==> src/rtl/par2ser_shift_pkg.sv <==
// rtl/par2ser_shift_pkg.sv - shared types and constants for the parallel-to-serial shifter
package par2ser_shift_pkg;

    typedef enum logic {
        ST_IDLE  = 1'b0,
        ST_SHIFT = 1'b1
    } state_t;

    // Idle level of the serial line, shared with the detector benches.
    localparam logic DEF_FILL_BIT = 1'b0;

    function automatic int cnt_width(input int width);
        return (width > 2) ? $clog2(width) : 1;
    endfunction

endpackage

==> src/rtl/par2ser_shift.sv <==
// rtl/par2ser_shift.sv - parallel word in via valid/ready, one bit per clock out, gap-free
module par2ser_shift
    import par2ser_shift_pkg::*;
#(
    parameter int   WIDTH     = 8,
    parameter bit   MSB_FIRST = 1'b1,
    parameter logic FILL_BIT  = DEF_FILL_BIT
) (
    input  logic             clk,
    input  logic             clr,
    input  logic [WIDTH-1:0] din,
    input  logic             din_vld,
    output logic             din_rdy,
    output logic             dout,
    output logic             dout_vld,
    output logic             frame_end,
    output logic             busy
);

    localparam int CNT_W = cnt_width(WIDTH);

    state_t             state;
    logic [WIDTH-1:0]   sreg;
    logic [CNT_W-1:0]   cnt;
    logic               last_bit;
    logic               accept;
    logic               first_bit;
    logic               next_bit;
    logic [WIDTH-1:0]   load_val;
    logic [WIDTH-1:0]   adv_val;

    assign last_bit = (cnt == CNT_W'(WIDTH - 1));
    assign din_rdy  = (state == ST_IDLE) | ((state == ST_SHIFT) & last_bit);
    // An unknown din_vld leaves accept unknown, which the if() below treats as no accept.
    assign accept   = din_vld & din_rdy;
    assign busy     = (state == ST_SHIFT);

    // The register holds the bits still to be sent, already advanced past the bit on dout.
    assign first_bit = MSB_FIRST ? din[WIDTH-1] : din[0];
    assign load_val  = MSB_FIRST ? {din[WIDTH-2:0], 1'b0} : {1'b0, din[WIDTH-1:1]};
    assign next_bit  = MSB_FIRST ? sreg[WIDTH-1] : sreg[0];
    assign adv_val   = MSB_FIRST ? {sreg[WIDTH-2:0], 1'b0} : {1'b0, sreg[WIDTH-1:1]};

    always_ff @(posedge clk or negedge clr) begin
        if (!clr) begin
            state     <= ST_IDLE;
            sreg      <= '0;
            cnt       <= '0;
            dout      <= FILL_BIT;
            dout_vld  <= 1'b0;
            frame_end <= 1'b0;
        end else begin
            if (accept) begin
                state     <= ST_SHIFT;
                sreg      <= load_val;
                cnt       <= '0;
                dout      <= first_bit;
                dout_vld  <= 1'b1;
                frame_end <= 1'b0;
            end else if ((state == ST_SHIFT) && !last_bit) begin
                sreg      <= adv_val;
                cnt       <= cnt + 1'b1;
                dout      <= next_bit;
                frame_end <= (cnt == CNT_W'(WIDTH - 2));
            end else begin
                state     <= ST_IDLE;
                cnt       <= '0;
                dout      <= FILL_BIT;
                dout_vld  <= 1'b0;
                frame_end <= 1'b0;
            end
        end
    end

endmodule

==> config.mk <==
export PLATFORM = sky130hd
export DESIGN_NAME = par2ser_shift
export DESIGN_NICKNAME = d
export VERILOG_FILES = /design/src/rtl/par2ser_shift_pkg.sv /design/src/rtl/par2ser_shift.sv
export SDC_FILE = /design/constraint.sdc
export NUM_CORES = 1
export LEC_CHECK = 0
export CAP_MARGIN = 20
export CORE_UTILIZATION = 39
export CTS_CLUSTER_SIZE = 30
export DETAILED_ROUTE_END_ITERATION = 16
export GPL_ROUTABILITY_DRIVEN = 0
export PLACE_DENSITY = 0.66
export SYNTH_ARGS = -nofsm -noshare
export SYNTH_HDL_FRONTEND = slang
export SYNTH_SLANG_ARGS = --single-unit
==> constraint.sdc <==
create_clock -name clk -period 3.9 [get_ports clk]
set_input_delay 0.975 -clock clk [delete_from_list [all_inputs] [get_ports clk]]
set_output_delay 0.975 -clock clk [all_outputs]
set_load 0.005 [all_outputs]
Yosys cells after proc, flatten, opt, wreduce, memory -nomap -nowiden
Index checks and enable logic that the tools add are counted.
{"block": "totals", "regBits": 14, "input_bits": 11}
{"block": "op_classes", "addsub": 1, "n_eq_ne": 3, "n_mux": 10, "bitwise": 4, "reduce_logical": 3}
{"cell": "8-bit two-way mux", "n": 2}
{"cell": "3-bit == test (second input constant)", "n": 2}
{"cell": "1-bit two-way mux", "n": 6}
{"cell": "3-bit two-way mux", "n": 2}
{"cell": "3-bit by 1-bit adder with 3-bit output (second input constant)", "n": 1}
{"cell": "1-bit AND", "n": 2}
{"cell": "2-bit != test (second input constant)", "n": 1}
{"cell": "2-bit nonzero test", "n": 1}
{"cell": "1-bit logical AND", "n": 1}
{"cell": "1-bit zero test", "n": 1}
{"cell": "1-bit NOT", "n": 1}
{"cell": "1-bit bitwise OR", "n": 1}

Longest topological paths before layout
{"block": "logic_depth", "word_depth": 5, "mapped_depth": 5, "depth_no_buf": 5}

Worst setup path before layout
No wires, ideal clock.
{"block": "synth_path", "kind": "reg-to-output", "from": "reg cnt[0]", "to": "out din_rdy", "arrival_time_ps": 1027, "t_required_ps": 2925, "path_slack_ps": 1898, "path_stages_with_launch": 5, "path_cell_list": "dfrtp_1 -> ha_1 -> ha_1 -> nor2b_4 -> inv_2"}
{"block": "synth_between", "elab_chain_cells": 3}
{"item": "start, declared", "line": "par2ser_shift.sv:24", "text": "logic [CNT_W-1:0] cnt;"}
{"item": "start signal, assigned", "line": "par2ser_shift.sv:62", "text": "cnt <= cnt + 1'b1;"}
{"item": "3-bit == test", "line": "par2ser_shift.sv:32", "text": "assign last_bit = (cnt == CNT_W'(WIDTH - 1));"}
{"item": "1-bit AND", "line": "par2ser_shift.sv:33", "text": "assign din_rdy = (state == ST_IDLE) | ((state == ST_SHIFT) & last_bit);"}
{"item": "1-bit bitwise OR", "line": "par2ser_shift.sv:33"}
{"item": "end, declared", "line": "par2ser_shift.sv:13", "text": "output logic din_rdy,"}
No other way between the ends.

Worst setup path after layout
Ends and elaborated chain as after synthesis.

==> summary.md <==
| Metric | Value |
|---|---|
| Area growth from synthesis to layout | 27.9% |
| Clock Sinks | 13 |
| Yosys cell types | 16 |
| TNS Setup | 0 ns |
| IR drop worst, VDD | 0.000283 V |
| Worst Path Required | 2.92 ns |
| Worst hold slack | 0.463 ns |
| Critical path fanouts, max | 10 |
| FP Rows | 14 |
| Net Count, Synth | 57 |
| Area leader, netlist | dfrtp_1 |
| Vias per cell | 4.89 |
| Status | completed |
| Area of the multi-input gates | 290 sq um |
| Postcts setup bufs | 0 |
| Syn avg cell area | 14.9 sq um |
| Primary FF master, synth | dfrtp_1 |
| Fin cells | 76 |
| Post-CTS sizing | 0 |
| Synth area leaders | dfrtp_1, mux2_4, ha_1 |
| Die height | 42.6 um |
| Post-synth EDFFs | 0 |
| Endpoints failing setup | 0 |
| Combinational share of power | 0.409 |
| Finished Cell Area | 821 sq um |
| IO Pins | 16 |
| Share of cells above drive strength 1 | 0.317 |
| Pleak | 0.407 nW |
| Seq/Total Area, Yosys | 0.507 |
| 1st-iter DRT viols | 0 |
| Reg area | 325 sq um |
| Hold_buf cts | 0 |
| Post-Synthesis Cell Area | 642 sq um |
| Slew @ Worst Pin | 0.570 ns |
| Highest clock rate | 0.352 GHz |
| Pwr Total | 0.000499 W |
| Largest net degree at the start of global routing | 14 |
| Period utilisation layout | 0.728 |
| Synth warn | 0 |
| Die width | 42.6 um |
| Sw Ratio | 0.289 |
| CTS H-tree depth | 1 |
| Worst hold-check path type | register to register |
| Worst skew pair latency | 0.29 ns |
| Unrepaired setup endpoints after global routing | no |
| Critical path capture point type | output port |
| Vias in the first global route | 390 |
| Pwr dens | 608 mW/mm^2 |
| Internal | 0.000355 W |
| Slew Limit Fails | 0 |
| Diode count | 0 |
| CP startpoint kind | register |
| Worst slew margin | 0.619 |
| DP Area | 793 sq um |
| CTS tree | built |
| Most frequent cell after synthesis | dfrtp_1 |
| First-pass DRT Iterations | 1 |
| Global route overflow | 0 |
| Total GRT Usage | 0.138 |
| Core area | 0.00152 sq mm |
| Synthesis-stage register bit count | 13 |
| Critical path type | register to output port |
| Antenna violations before repair | 0 |
| DR vias | 372 |
| Clock Skew | 0.0104 ns |
| CTS buffer count | 3 |
| Nets | 75 |
| Routed wire length | 967 um |
| Max-cap viol count | 0 |
| Clk buf depth | 2 |
| Worst Path Arrival | 1.86 ns |
| Detail Route Antenna Nets | 0 |
| Clock power share | 0.169 |
| Seq pwr share | 0.422 |
| # DRC | 0 |
| WL per Instance | 12.7 um |
| First-pass GRT wire length | 1700 um |
| FILL cells | 139 |
| Final Critical Period | 2.84 ns |
| Root Buffer Master | clkbuf_4 |
| Switch Pwr | 0.000144 W |
| Die area | 0.00181 sq mm |
| Top-area cell type share of the netlist area | 0.507 |
| Commonest cells in the netlist | dfrtp_1, mux2_4, ha_1, nor2_1 |
| Buffers added on ports | 15 |
| Initial Util | 0.421 |
| Final hold vios | 0 |
| Dpl cells | 72 |
| Worst-path clk slew | 0.09 ns |
| Async set or reset register ratio after synthesis | 1.00 |
| Post-synthesis cell count | 43 |
[layout make-up]
cell class	count	share of cell area
Clock buffer	3	0.0274
Clock inverter	1	0.00610
Inverter	2	0.00915
Multi-Input combinational cell	26	0.354
Sequential cell	13	0.396
Tap cell	16	0.0244
Timing Repair Buffer	15	0.183
[cells by family (layout without fill, tap and decap cells)]
| group | Yosys count | count (layout) | share of synthesized area |
|---|---|---|---|
| adders and majority gates | 3 | 3 | 0.0585 |
| buffers and inverters | 4 | 21 | 0.0409 |
| AOI/OAI and AO/OA | 1 | 1 | 0.00779 |
| DFF | 13 | 13 | 0.507 |
| muxes | 13 | 13 | 0.296 |
| and+or+nand+nor | 9 | 9 | 0.0897 |
[state kept, by name, indices dropped and copies added (netlist names)]
name,flops
dout,1
frame_end,1
sreg,7
busy,1
cnt,3
[power by group through the flow]
stage	combinational [W]	clock, W	sequential, W
finish	0.000204	0.0000845	0.000210
global route	0.000226	0.0000929	0.000217
CTS	0.000209	0.0000900	0.000211
detailed placement	0.000206	0	0.000214
global placement	0.000203	0	0.000213
floorplan	0.000147	0	0.000209
[stage by stage]
| step | utilization | setup slack (ns) |
|---|---|---|
| final | 0.539 | 1.06 |
| after global routing | 0.539 | 0.954 |
| after CTS | 0.539 | 1.03 |
| after detailed placement | 0.521 | 1.37 |
| after global placement | 0.521 | 1.39 |
| after floorplan | - | 1.90 |
[layout by cell type, fill, tap and decap left out]
master,instances
nand3b_1,1
inv_2,1
and3_1,1
o21ai_0,1
nor2_1,3
inv_1,1
dfrtp_1,13
ha_1,3
clkdlybuf4s50_1,15
clkinv_2,1
nor2b_4,1
clkbuf_4,3
nand2b_2,1
nand2_1,1
mux2_4,12
mux2i_1,1
and2_1,1
[worst paths after layout]
check | startpoint | endpoint | slack [ns] | cells after the start
max | cnt[0] | din_rdy | 1.06 | 5
max in group asynchronous | clr | frame_end | 2.47 | 1
min in group asynchronous | clr | cnt[2] | 1.05 | 1
min | cnt[0] | cnt[0] | 0.46 | 1
min reg2reg | cnt[0] | cnt[0] | 0.46 | 1
max reg2reg | cnt[0] | sreg[7] | 2.35 | 5
[per-layer routing]
metal,GRT usage,share of wire
met1,0.156,0.44
met3,0.0776,0.062
met4,0.0750,0.030
met5,0,0
met2,0.203,0.47
[worst max-delay path: stages, from the launching register on]
cell	delay [ns]
dfrtp_1	0.40
ha_1	0.20
ha_1	0.21
nor2b_4	0.16
inv_2	0.14
clkdlybuf4s50_1	0.47
No activity file was read; power rests on OpenSTA's default activity.
